<file path="src/rtl/gcc_point_feeder_if.sv">
// Host-side and core-side signal bundle of the gravity-centre point feeder.
// The feeder connects through the slave modport; the host/core side uses master.
interface gcc_point_feeder_if;
    logic       wr_en;
    logic [7:0] wr_x;
    logic [7:0] wr_y;
    logic [3:0] wr_w;
    logic       wr_full;
    logic       start;
    logic       busy;
    logic       core_rst_n;
    logic [7:0] xi;
    logic [7:0] yi;
    logic [3:0] wi;
    logic       ready_n;
    logic [7:0] xc;
    logic [7:0] yc;
    logic       res_valid;
    logic [7:0] res_x;
    logic [7:0] res_y;
    logic [3:0] res_idx;
    logic       done;
    logic       err_ready;

    modport master (
        output wr_en, wr_x, wr_y, wr_w, start, ready_n, xc, yc,
        input  wr_full, busy, core_rst_n, xi, yi, wi,
               res_valid, res_x, res_y, res_idx, done, err_ready
    );

    modport slave (
        input  wr_en, wr_x, wr_y, wr_w, start, ready_n, xc, yc,
        output wr_full, busy, core_rst_n, xi, yi, wi,
               res_valid, res_x, res_y, res_idx, done, err_ready
    );
endinterface

</file>
<file path="src/rtl/gcc_point_feeder.sv">
// Buffers host points, resets the gravity-centre core, streams the points into it
// and returns each full-window centroid tagged with the index of the point that produced it.
module gcc_point_feeder #(
    parameter int unsigned DEPTH   = 16,
    parameter int unsigned SKIP    = 5,
    parameter int unsigned RES_LAT = 1
) (
    input  logic               i_clk,
    input  logic               i_rst,
    gcc_point_feeder_if.slave  io_bus
);
    localparam int unsigned CW = $clog2(DEPTH + 1);
    localparam int unsigned IW = $clog2(DEPTH);

    typedef struct packed {
        logic [7:0] x;
        logic [7:0] y;
        logic [3:0] w;
    } point_t;

    typedef enum logic [2:0] {
        S_IDLE   = 3'd0,
        S_CRST   = 3'd1,
        S_STREAM = 3'd2,
        S_DRAIN  = 3'd3,
        S_DONE   = 3'd4
    } state_t;

    state_t                      r_state;
    state_t                      w_state_nxt;
    logic [CW-1:0]               r_count;
    logic [CW-1:0]               w_count_nxt;
    logic [CW-1:0]               r_k;
    logic [CW-1:0]               w_k_nxt;
    point_t                      r_buf [DEPTH];
    point_t                      r_pt;
    point_t                      w_pt_nxt;
    logic                        r_wr_full;
    logic                        r_busy;
    logic                        w_busy_nxt;
    logic                        r_core_rst_n;
    logic                        w_core_rst_n_nxt;
    logic                        r_done;
    logic                        w_done_nxt;
    logic                        w_wr_acc;
    logic                        w_start_acc;
    logic [RES_LAT-1:0]          r_tag_v;
    logic [RES_LAT-1:0][IW-1:0]  r_tag_idx;
    logic [RES_LAT:0]            w_tag_v_ext;
    logic [RES_LAT:0][IW-1:0]    w_tag_idx_ext;
    logic                        r_res_valid;
    logic [7:0]                  r_res_x;
    logic [7:0]                  r_res_y;
    logic [3:0]                  r_res_idx;
    logic                        r_err_ready;

    assign w_wr_acc    = (r_state == S_IDLE) && io_bus.wr_en && (r_count < CW'(DEPTH));
    assign w_start_acc = (r_state == S_IDLE) && io_bus.start && ((r_count != '0) || w_wr_acc);

    always_ff @(posedge i_clk) begin
        if (i_rst) r_state <= S_IDLE;
        else       r_state <= w_state_nxt;
    end

    always_comb begin
        w_state_nxt = r_state;
        case (r_state)
            S_IDLE:   if (w_start_acc) w_state_nxt = S_CRST;
            S_CRST:   w_state_nxt = S_STREAM;
            S_STREAM: if (r_k == r_count - CW'(1)) w_state_nxt = S_DRAIN;
            S_DRAIN:  if (r_k == CW'(RES_LAT - 1)) w_state_nxt = S_DONE;
            S_DONE:   w_state_nxt = S_IDLE;
            default:  w_state_nxt = S_IDLE;
        endcase
    end

    // Output values are derived from the next state so the registers line up with the state.
    always_comb begin
        w_count_nxt      = r_count;
        w_k_nxt          = '0;
        w_pt_nxt         = '0;
        w_busy_nxt       = (w_state_nxt != S_IDLE);
        w_core_rst_n_nxt = (w_state_nxt != S_CRST);
        w_done_nxt       = (w_state_nxt == S_DONE);
        if (w_wr_acc)           w_count_nxt = r_count + CW'(1);
        if (r_state == S_DONE)  w_count_nxt = '0;
        case (w_state_nxt)
            S_STREAM: w_k_nxt = (r_state == S_STREAM) ? r_k + CW'(1) : '0;
            S_DRAIN:  w_k_nxt = (r_state == S_DRAIN)  ? r_k + CW'(1) : '0;
            default:  w_k_nxt = '0;
        endcase
        if (w_state_nxt == S_STREAM) w_pt_nxt = r_buf[w_k_nxt[IW-1:0]];
    end

    always_ff @(posedge i_clk) begin
        if (w_wr_acc && !i_rst)
            r_buf[r_count[IW-1:0]] <= '{x: io_bus.wr_x, y: io_bus.wr_y, w: io_bus.wr_w};
    end

    always_ff @(posedge i_clk) begin
        if (i_rst) begin
            r_count      <= '0;
            r_k          <= '0;
            r_pt         <= '0;
            r_wr_full    <= 1'b0;
            r_busy       <= 1'b0;
            r_core_rst_n <= 1'b0;
            r_done       <= 1'b0;
        end else begin
            r_count      <= w_count_nxt;
            r_k          <= w_k_nxt;
            r_pt         <= w_pt_nxt;
            r_wr_full    <= (w_count_nxt == CW'(DEPTH));
            r_busy       <= w_busy_nxt;
            r_core_rst_n <= w_core_rst_n_nxt;
            r_done       <= w_done_nxt;
        end
    end

    // Tag pipeline: the top slot marks the edge at which Xc/Yc belong to that point.
    assign w_tag_v_ext   = {r_tag_v, (r_state == S_STREAM) && (r_k >= CW'(SKIP))};
    assign w_tag_idx_ext = {r_tag_idx, r_k[IW-1:0]};

    always_ff @(posedge i_clk) begin
        if (i_rst) begin
            r_tag_v     <= '0;
            r_tag_idx   <= '0;
            r_res_valid <= 1'b0;
            r_res_x     <= '0;
            r_res_y     <= '0;
            r_res_idx   <= '0;
            r_err_ready <= 1'b0;
        end else begin
            r_tag_v     <= w_tag_v_ext[RES_LAT-1:0];
            r_tag_idx   <= w_tag_idx_ext[RES_LAT-1:0];
            r_res_valid <= w_tag_v_ext[RES_LAT];
            if (w_tag_v_ext[RES_LAT]) begin
                r_res_x   <= io_bus.xc;
                r_res_y   <= io_bus.yc;
                r_res_idx <= 4'(w_tag_idx_ext[RES_LAT]);
            end
            if (w_start_acc)
                r_err_ready <= 1'b0;
            else if (w_tag_v_ext[RES_LAT] && io_bus.ready_n)
                r_err_ready <= 1'b1;
        end
    end

    assign io_bus.wr_full    = r_wr_full;
    assign io_bus.busy       = r_busy;
    assign io_bus.core_rst_n = r_core_rst_n;
    assign io_bus.xi         = r_pt.x;
    assign io_bus.yi         = r_pt.y;
    assign io_bus.wi         = r_pt.w;
    assign io_bus.res_valid  = r_res_valid;
    assign io_bus.res_x      = r_res_x;
    assign io_bus.res_y      = r_res_y;
    assign io_bus.res_idx    = r_res_idx;
    assign io_bus.done       = r_done;
    assign io_bus.err_ready  = r_err_ready;
endmodule
</file>
<file path="src/flat_wrapper.sv">
// flat-port wrapper written by rule: the top's interface ports become plain ports
module gcc_point_feeder_flat 
#(
    parameter int unsigned DEPTH   = 16,
    parameter int unsigned SKIP    = 5,
    parameter int unsigned RES_LAT = 1
)
  (i_clk, i_rst, io_bus_wr_en, io_bus_wr_x, io_bus_wr_y, io_bus_wr_w, io_bus_start, io_bus_ready_n, io_bus_xc, io_bus_yc, io_bus_wr_full, io_bus_busy, io_bus_core_rst_n, io_bus_xi, io_bus_yi, io_bus_wi, io_bus_res_valid, io_bus_res_x, io_bus_res_y, io_bus_res_idx, io_bus_done, io_bus_err_ready);
  gcc_point_feeder_if io_bus_i ();
  input  logic i_clk;
  input  logic i_rst;
  input wire logic [$bits(io_bus_i.wr_en)-1:0] io_bus_wr_en;
  input wire logic [$bits(io_bus_i.wr_x)-1:0] io_bus_wr_x;
  input wire logic [$bits(io_bus_i.wr_y)-1:0] io_bus_wr_y;
  input wire logic [$bits(io_bus_i.wr_w)-1:0] io_bus_wr_w;
  input wire logic [$bits(io_bus_i.start)-1:0] io_bus_start;
  input wire logic [$bits(io_bus_i.ready_n)-1:0] io_bus_ready_n;
  input wire logic [$bits(io_bus_i.xc)-1:0] io_bus_xc;
  input wire logic [$bits(io_bus_i.yc)-1:0] io_bus_yc;
  output wire logic [$bits(io_bus_i.wr_full)-1:0] io_bus_wr_full;
  output wire logic [$bits(io_bus_i.busy)-1:0] io_bus_busy;
  output wire logic [$bits(io_bus_i.core_rst_n)-1:0] io_bus_core_rst_n;
  output wire logic [$bits(io_bus_i.xi)-1:0] io_bus_xi;
  output wire logic [$bits(io_bus_i.yi)-1:0] io_bus_yi;
  output wire logic [$bits(io_bus_i.wi)-1:0] io_bus_wi;
  output wire logic [$bits(io_bus_i.res_valid)-1:0] io_bus_res_valid;
  output wire logic [$bits(io_bus_i.res_x)-1:0] io_bus_res_x;
  output wire logic [$bits(io_bus_i.res_y)-1:0] io_bus_res_y;
  output wire logic [$bits(io_bus_i.res_idx)-1:0] io_bus_res_idx;
  output wire logic [$bits(io_bus_i.done)-1:0] io_bus_done;
  output wire logic [$bits(io_bus_i.err_ready)-1:0] io_bus_err_ready;
  assign io_bus_i.wr_en = io_bus_wr_en;
  assign io_bus_i.wr_x = io_bus_wr_x;
  assign io_bus_i.wr_y = io_bus_wr_y;
  assign io_bus_i.wr_w = io_bus_wr_w;
  assign io_bus_i.start = io_bus_start;
  assign io_bus_i.ready_n = io_bus_ready_n;
  assign io_bus_i.xc = io_bus_xc;
  assign io_bus_i.yc = io_bus_yc;
  assign io_bus_wr_full = io_bus_i.wr_full;
  assign io_bus_busy = io_bus_i.busy;
  assign io_bus_core_rst_n = io_bus_i.core_rst_n;
  assign io_bus_xi = io_bus_i.xi;
  assign io_bus_yi = io_bus_i.yi;
  assign io_bus_wi = io_bus_i.wi;
  assign io_bus_res_valid = io_bus_i.res_valid;
  assign io_bus_res_x = io_bus_i.res_x;
  assign io_bus_res_y = io_bus_i.res_y;
  assign io_bus_res_idx = io_bus_i.res_idx;
  assign io_bus_done = io_bus_i.done;
  assign io_bus_err_ready = io_bus_i.err_ready;
  gcc_point_feeder #(.DEPTH(DEPTH), .SKIP(SKIP), .RES_LAT(RES_LAT)) u_core (.i_clk(i_clk), .i_rst(i_rst), .io_bus(io_bus_i));
endmodule
</file>
<file path="config.mk">
export PLATFORM = sky130hd
export DESIGN_NAME = gcc_point_feeder_flat
export DESIGN_NICKNAME = d
export VERILOG_FILES = /design/src/rtl/gcc_point_feeder_if.sv /design/src/rtl/gcc_point_feeder.sv /design/src/flat_wrapper.sv
export SDC_FILE = /design/constraint.sdc
export NUM_CORES = 1
export LEC_CHECK = 0
export CAP_MARGIN = 20
export CORE_ASPECT_RATIO = 1.1
export CORE_MARGIN = 4
export CORE_UTILIZATION = 29
export DETAILED_ROUTE_END_ITERATION = 7
export PLACE_DENSITY_LB_ADDON = 0.15
export SLEW_MARGIN = 15
export SYNTH_ARGS = -nofsm -noshare
export SYNTH_HDL_FRONTEND = slang
export SYNTH_SLANG_ARGS = --single-unit
</file>
<file path="constraint.sdc">
create_clock -name i_clk -period 8.1 [get_ports i_clk]
set_clock_uncertainty 0.05 [all_clocks]
set_input_delay 2.43 -clock i_clk [delete_from_list [all_inputs] [get_ports i_clk]]
set_output_delay 2.43 -clock i_clk [all_outputs]
set_load 0.02 [all_outputs]
</file>
==> metrics.cfg, run 1 <==
[power_and_ir_drop]
total_leakage_power_nw = 5.59
power.density_nw_per_um2 = 232
vdd_drop_max_mv = 0.122

[yosys]
syn_area_per_cell_um2 = 16.5
yosys_register_bits = 384
async_reset_ff_share_pct = 0
synth_enable_flop_cells = 320
yosysWarnings = 0
ys_seq_area_share_pct = 72.2
synth_ff_type = edfxtp_1
synth_cells = 917
synth_nets = 965
syn-cell-area_um2 = 15100
synth.distinct_cells = 45

[setup_path]
start_kind = input pin
slowest_delay_ps = 620
crit_path_end_kind = register
slowest_stage = nor2_2
worst-setup-path-type = input pin to register
critical_path_required_ps = 8300
cp_cell_sequence = clkdlybuf4s50_1 -> and3b_1 -> nor2b_1 -> nand2_1 -> nor2_2 -> buf_4
cp_max_fo = 11
arrival_ps = 4870

[clocking]
numCtsBuffers = 42
post_cts_buffers = 0
cts_tree = built
insertion_delay_ps = 560
clock_path_buffers = 3
path_clk_slew_ps = 60
post_cts_resized = 0
htreeDepth = 2
cts.sinks = 384
clock-root-buffer = clkbuf_16
postCtsHoldBufs = 0

[sta]
hold_viol = 0
setup_violations = 0
tightestPinTransition_ps = 1050
period_share_pct = 57.6
rsz0062_at_grt = false
timing.setup.tns_ps = 0
max_freq_ghz = 0.214
slew_headroom_pct = 30.3
fin_crit_ps = 4670
drv_slew = 0

[floorplanning]
placementRows = 87
start_util_pct = 29.4
die-area_um2 = 55700
die_h_um = 247
pin_count = 87
coreArea_um2 = 51400
die_w_um = 225

[global_routing]
grt_pass1_vias = 8499
grt_usage_pct = 13.6
overflow = 0
grt_max_degree = 48
grt_pass1_wl_um = 56800
antenna_found_initial = 0

[route]
wirelength_um = 37800
via_per_inst = 4.82
drc = 0
ant_nets = 0
drt_iter0_markers = 569
vias = 8221
wl_per_cell_um = 22.2
dr.pass1.iters = 4

[final_layout]
layout_commonest_cell = edfxtp_1
nFillCells = 4933
most-common-layout-cells = 320 x edfxtp_1, 86 x clkdlybuf4s50_1, 63 x dfxtp_1
final_cells = 1706
layout-drive-gt1-share_pct = 19.9
area_delta_synth_final_pct = 19.8
nNetsFinal = 1055

[placement]
place.port_buffers = 86
dp_hpwl_um = 23300
placed_cells = 1627
gp_congestion = 0.747

[min_path]
min_path_type = register to register

[flow_run]
max_cap_viol_count = 0

[run_status]
run_status = completed

==> synthesized netlist by cell type, types with 8 or more instances <==
cell / count / area [µm²]
nor2_1: 72 / 270
edfxtp_1: 320 / 9610
o32ai_2: 20 / 325
buf_2: 13 / 65.1
nor3_1: 29 / 145
mux4_2: 40 / 901
nand2_1: 52 / 195
a2bb2oi_1: 21 / 184
xnor2_1: 8 / 70.1
a221oi_1: 20 / 175
mux2_2: 40 / 450
dfxtp_1: 64 / 1280
a211oi_1: 21 / 158
a21oi_1: 24 / 120
o21ai_0: 21 / 105
o31ai_1: 21 / 158
mux2i_1: 23 / 230
clkbuf_1: 43 / 161
==> path summary, 6_finish.rpt <==
path	start	endpoint	slack, ps	cells past startpoint
worst min register to register	u_core.r_tag_idx[0]	u_core.io_bus.res_idx[0]	420	2
worst min-delay path	u_core.r_tag_idx[0]	u_core.io_bus.res_idx[0]	420	2
worst max-delay path	io_bus_wr_en	u_core.r_buf[15][11]	3430	6
worst max register to register	u_core.r_k[0]	u_core.io_bus.yi[3]	4130	9
==> per-stage QoR <==
stage	setup slack [ps]	utilization [%]	hold slack, ps	power, mW	cell area [µm²]
after floorplan	3640	-	391	2.37	15100
after global placement	2880	32.6	398	2.49	16800
after detailed placement	2850	32.7	410	2.50	16800
after CTS	3430	35.1	424	4.27	18000
after global routing	3360	35.2	452	4.38	18100
final	3430	35.2	418	4.20	18100
==> state kept, by name (all words and copies together), names as in the netlist <==
signal and flops:
u_core.io_bus.res_x 8, u_core.r_count 5, u_core.io_bus.wr_full 1, u_core.io_bus.res_valid 1
u_core.io_bus.res_idx 4, u_core.r_k 5, u_core.io_bus.err_ready 1, u_core.r_buf 320
u_core.r_tag_v 1, u_core.io_bus.wi 4, u_core.io_bus.xi 8, u_core.io_bus.done 1
u_core.r_state 3, u_core.io_bus.yi 8, u_core.io_bus.busy 1, u_core.r_tag_idx 4
u_core.io_bus.core_rst_n 1, u_core.io_bus.res_y 8
==> routing by layer <==
| layer | routed length [µm] | track usage [%] | vias to the layer above |
|---|---|---|---|
| met4 | 806 | 3.96 | 0 |
| met2 | 17500 | 21.2 | 157 |
| met3 | 1550 | 2.23 | 50 |
| li1 | - | - | 3783 |
| met1 | 17900 | 19.6 | 4231 |
| met5 | 0 | 0 | - |
==> power breakdown <==
group	total (mW)	internal [mW]	switching [mW]
Clock	1.75	0.989	0.758
Sequential	2.18	2.16	0.0184
Combinational	0.269	0.109	0.160
Total	4.20	3.26	0.936
==> cells by family (layout without fill, tap and decap cells) <==
logic type               after synthesis  count (layout)  share of synthesized area (%)
AO/OA/AOI/OAI                        156             156                           8.58
XOR/XNOR                              15              15                          0.871
adder cells (fa/ha/maj)                7               7                          0.580
buffers and inverters                 73             194                           2.11
flip-flops                           384             384                           72.2
multiplexers                         103             103                           10.5
other                                  0               1                              0
AND/OR/NAND/NOR                      179             179                           5.20
==> final cells by class <==
| cell class | instances | area (µm²) | area share [%] |
|---|---|---|---|
| Sequential cell | 384 | 10900 | 60.3 |
| Multi-Input combinational cell | 460 | 3990 | 22.0 |
| Timing Repair Buffer | 114 | 1110 | 6.12 |
| Clock buffer | 50 | 1090 | 6.03 |
| Tap cell | 667 | 835 | 4.62 |
| Clock inverter | 25 | 148 | 0.817 |
| Inverter | 5 | 18.8 | 0.104 |
| Antenna cell | 1 | 2.50 | 0.0138 |
==> worst max-delay path, delay by kind of cell <==
| family | cells | cell delay (ps) |
|---|---|---|
| buf+inv | 2 | 830 |
| simple gates | 4 | 1600 |
Note: power is estimated with default switching activity, not from simulation.
==> run 2, diff against run 1 <==
==> constraint.sdc (replaced) <==
create_clock -name i_clk -period 4.16 [get_ports i_clk]
set_clock_uncertainty 0.05 [all_clocks]
set_input_delay 1.248 -clock i_clk [delete_from_list [all_inputs] [get_ports i_clk]]
set_output_delay 1.248 -clock i_clk [all_outputs]
set_load 0.02 [all_outputs]
==> run 2 against run 1 <==
Net effect: total power is 100% higher; first-iteration DRC count is 12% lower; die area stayed put; sequential share of layout area is 0.88 points lower; clock-buffer cell count is 12 higher; worst setup slack worse by 2800 ps; non-clock buffer count is 10 higher; hold slack worse by 2.2 ps; clock power is 120% higher; utilization is 0.52 points higher; sequential power is 94% higher; critical endpoint is now u_core.io_bus.wi[3]; largest cell class unchanged; largest power group unchanged.
==> metrics.cfg, run 2 (synthesized netlist as in run 1, its figures left out) <==
[final_layout]
multi_input_area_um2 = 3990
layout_commonest_cell = edfxtp_1
largest_reg_flops = 320
nNetsFinal = 1066
antenna_cells = 0
nFillCells = 4913
most-common-layout-cells = 320 x edfxtp_1, 86 x clkdlybuf4s50_1, 63 x dfxtp_1
seqCellArea_um2 = 10900
layout-drive-gt1-share_pct = 22.2
area_delta_synth_final_pct = 21.6

[sta]
setup_violations = 0
period_share_pct = 84.2
holdWs_ps = 416
max_freq_ghz = 0.286
drv_slew = 0
rsz0062_at_grt = false
timing.setup.tns_ps = 0
hold_viol = 0
tightestPinTransition_ps = 1010
setup_ws_ps = 659
slew_headroom_pct = 32.4
fin_crit_ps = 3500

[placement]
place.port_buffers = 86
dp_hpwl_um = 23900
gp_congestion = 0.754
pre_cts_slack_ps = 428

[clocking]
cts_tree = built
htreeDepth = 2
clock_path_buffers = 3
postCtsHoldBufs = 0
cts.sinks = 384
post_cts_buffers = 0
clock-root-buffer = clkbuf_16
post_cts_resized = 0
numCtsBuffers = 43
insertion_delay_ps = 560
path_clk_slew_ps = 60

[floorplanning]
pin_count = 87
start_util_pct = 29.4
placementRows = 87
die-area_um2 = 55700
coreArea_um2 = 51400
die_w_um = 225
die_h_um = 247

[setup_path]
path_buf_inv = 2
start_kind = register
crit_path_end_kind = register
slowest_delay_ps = 680
cp_cell_sequence = inv_1 -> ha_1 -> xnor2_1 -> a2111o_1 -> a211oi_4 -> buf_4 -> or3_1 -> a2bb2oi_1 -> o32ai_2
cp_max_fo = 27
worst-setup-path-type = register to register
critPathTopFamily = compound AO/OA/AOI/OAI gates
slowest_stage = or3_1
arrival_ps = 3920
critical_path_required_ps = 4580

[power_and_ir_drop]
total_leakage_power_nw = 5.74
vdd_drop_max_mv = 0.217
power.density_nw_per_um2 = 468
total_power_mw = 8.58

[run_status]
run_status = completed

[route]
ant_nets = 0
dr.pass1.iters = 5
drc = 0
drt_iter0_markers = 499
vias = 8290
wirelength_um = 37100
wl_per_cell_um = 21.6
via_per_inst = 4.83

[global_routing]
grt_max_degree = 54
grt_pass1_wl_um = 55400
grt_pass1_vias = 8368
overflow = 0
grt_usage_pct = 13.2
antenna_found_initial = 0

[flow_run]
max_cap_viol_count = 0

[min_path]
min_path_type = register to register

## run 2: worst paths after layout
kind	from	to	slack, ps	cells after the start
worst max-delay path	u_core.r_count[0]	u_core.io_bus.wi[3]	660	9
worst min-delay path	u_core.r_tag_idx[1]	u_core.io_bus.res_idx[1]	420	2
worst max register to register	u_core.r_count[0]	u_core.io_bus.wi[3]	660	9
worst min register to register	u_core.r_tag_idx[1]	u_core.io_bus.res_idx[1]	420	2
## run 2: where the power goes
part           internal (mW)  leakage [nW]  switching [mW]  total [mW]
Sequential              4.21          3.40          0.0332        4.24
Combinational          0.214          1.63           0.314       0.528
Clock                   2.30         0.707            1.51        3.81
## run 2: worst min-delay path: stages, from the launching register on
cell and delay [ps]:
dfxtp_1 300, mux2i_1 60, nor2_1 70
## run 2: per-stage QoR
stage / utilization (%) / cells / instance area, µm²
2_1_floorplan: - / 917 / 15100
3_3_place_gp: 32.9 / 1639 / 16900
3_5_place_dp: 32.9 / 1639 / 16900
4_1_cts: 35.7 / 1717 / 18300
5_1_grt: 35.7 / 1718 / 18300
6_report: 35.7 / 1718 / 18300
## run 2: metal layers
metal  global-route usage, %  up-vias  routed length, µm
li1                        -     3796                  -
met1                    18.9     4228              17500
met2                    20.3      212              16900
met3                    2.70       54               1750
met4                    3.82        0                932
met5                       0        -                  0
## run 2: final cells by class
cell class | count | share of cell area [%]
Clock buffer | 62 | 7.10
Tap cell | 667 | 4.55
Clock inverter | 16 | 0.798
Inverter | 5 | 0.102
Sequential cell | 384 | 59.4
Multi-Input combinational cell | 460 | 21.7
Timing Repair Buffer | 124 | 6.36
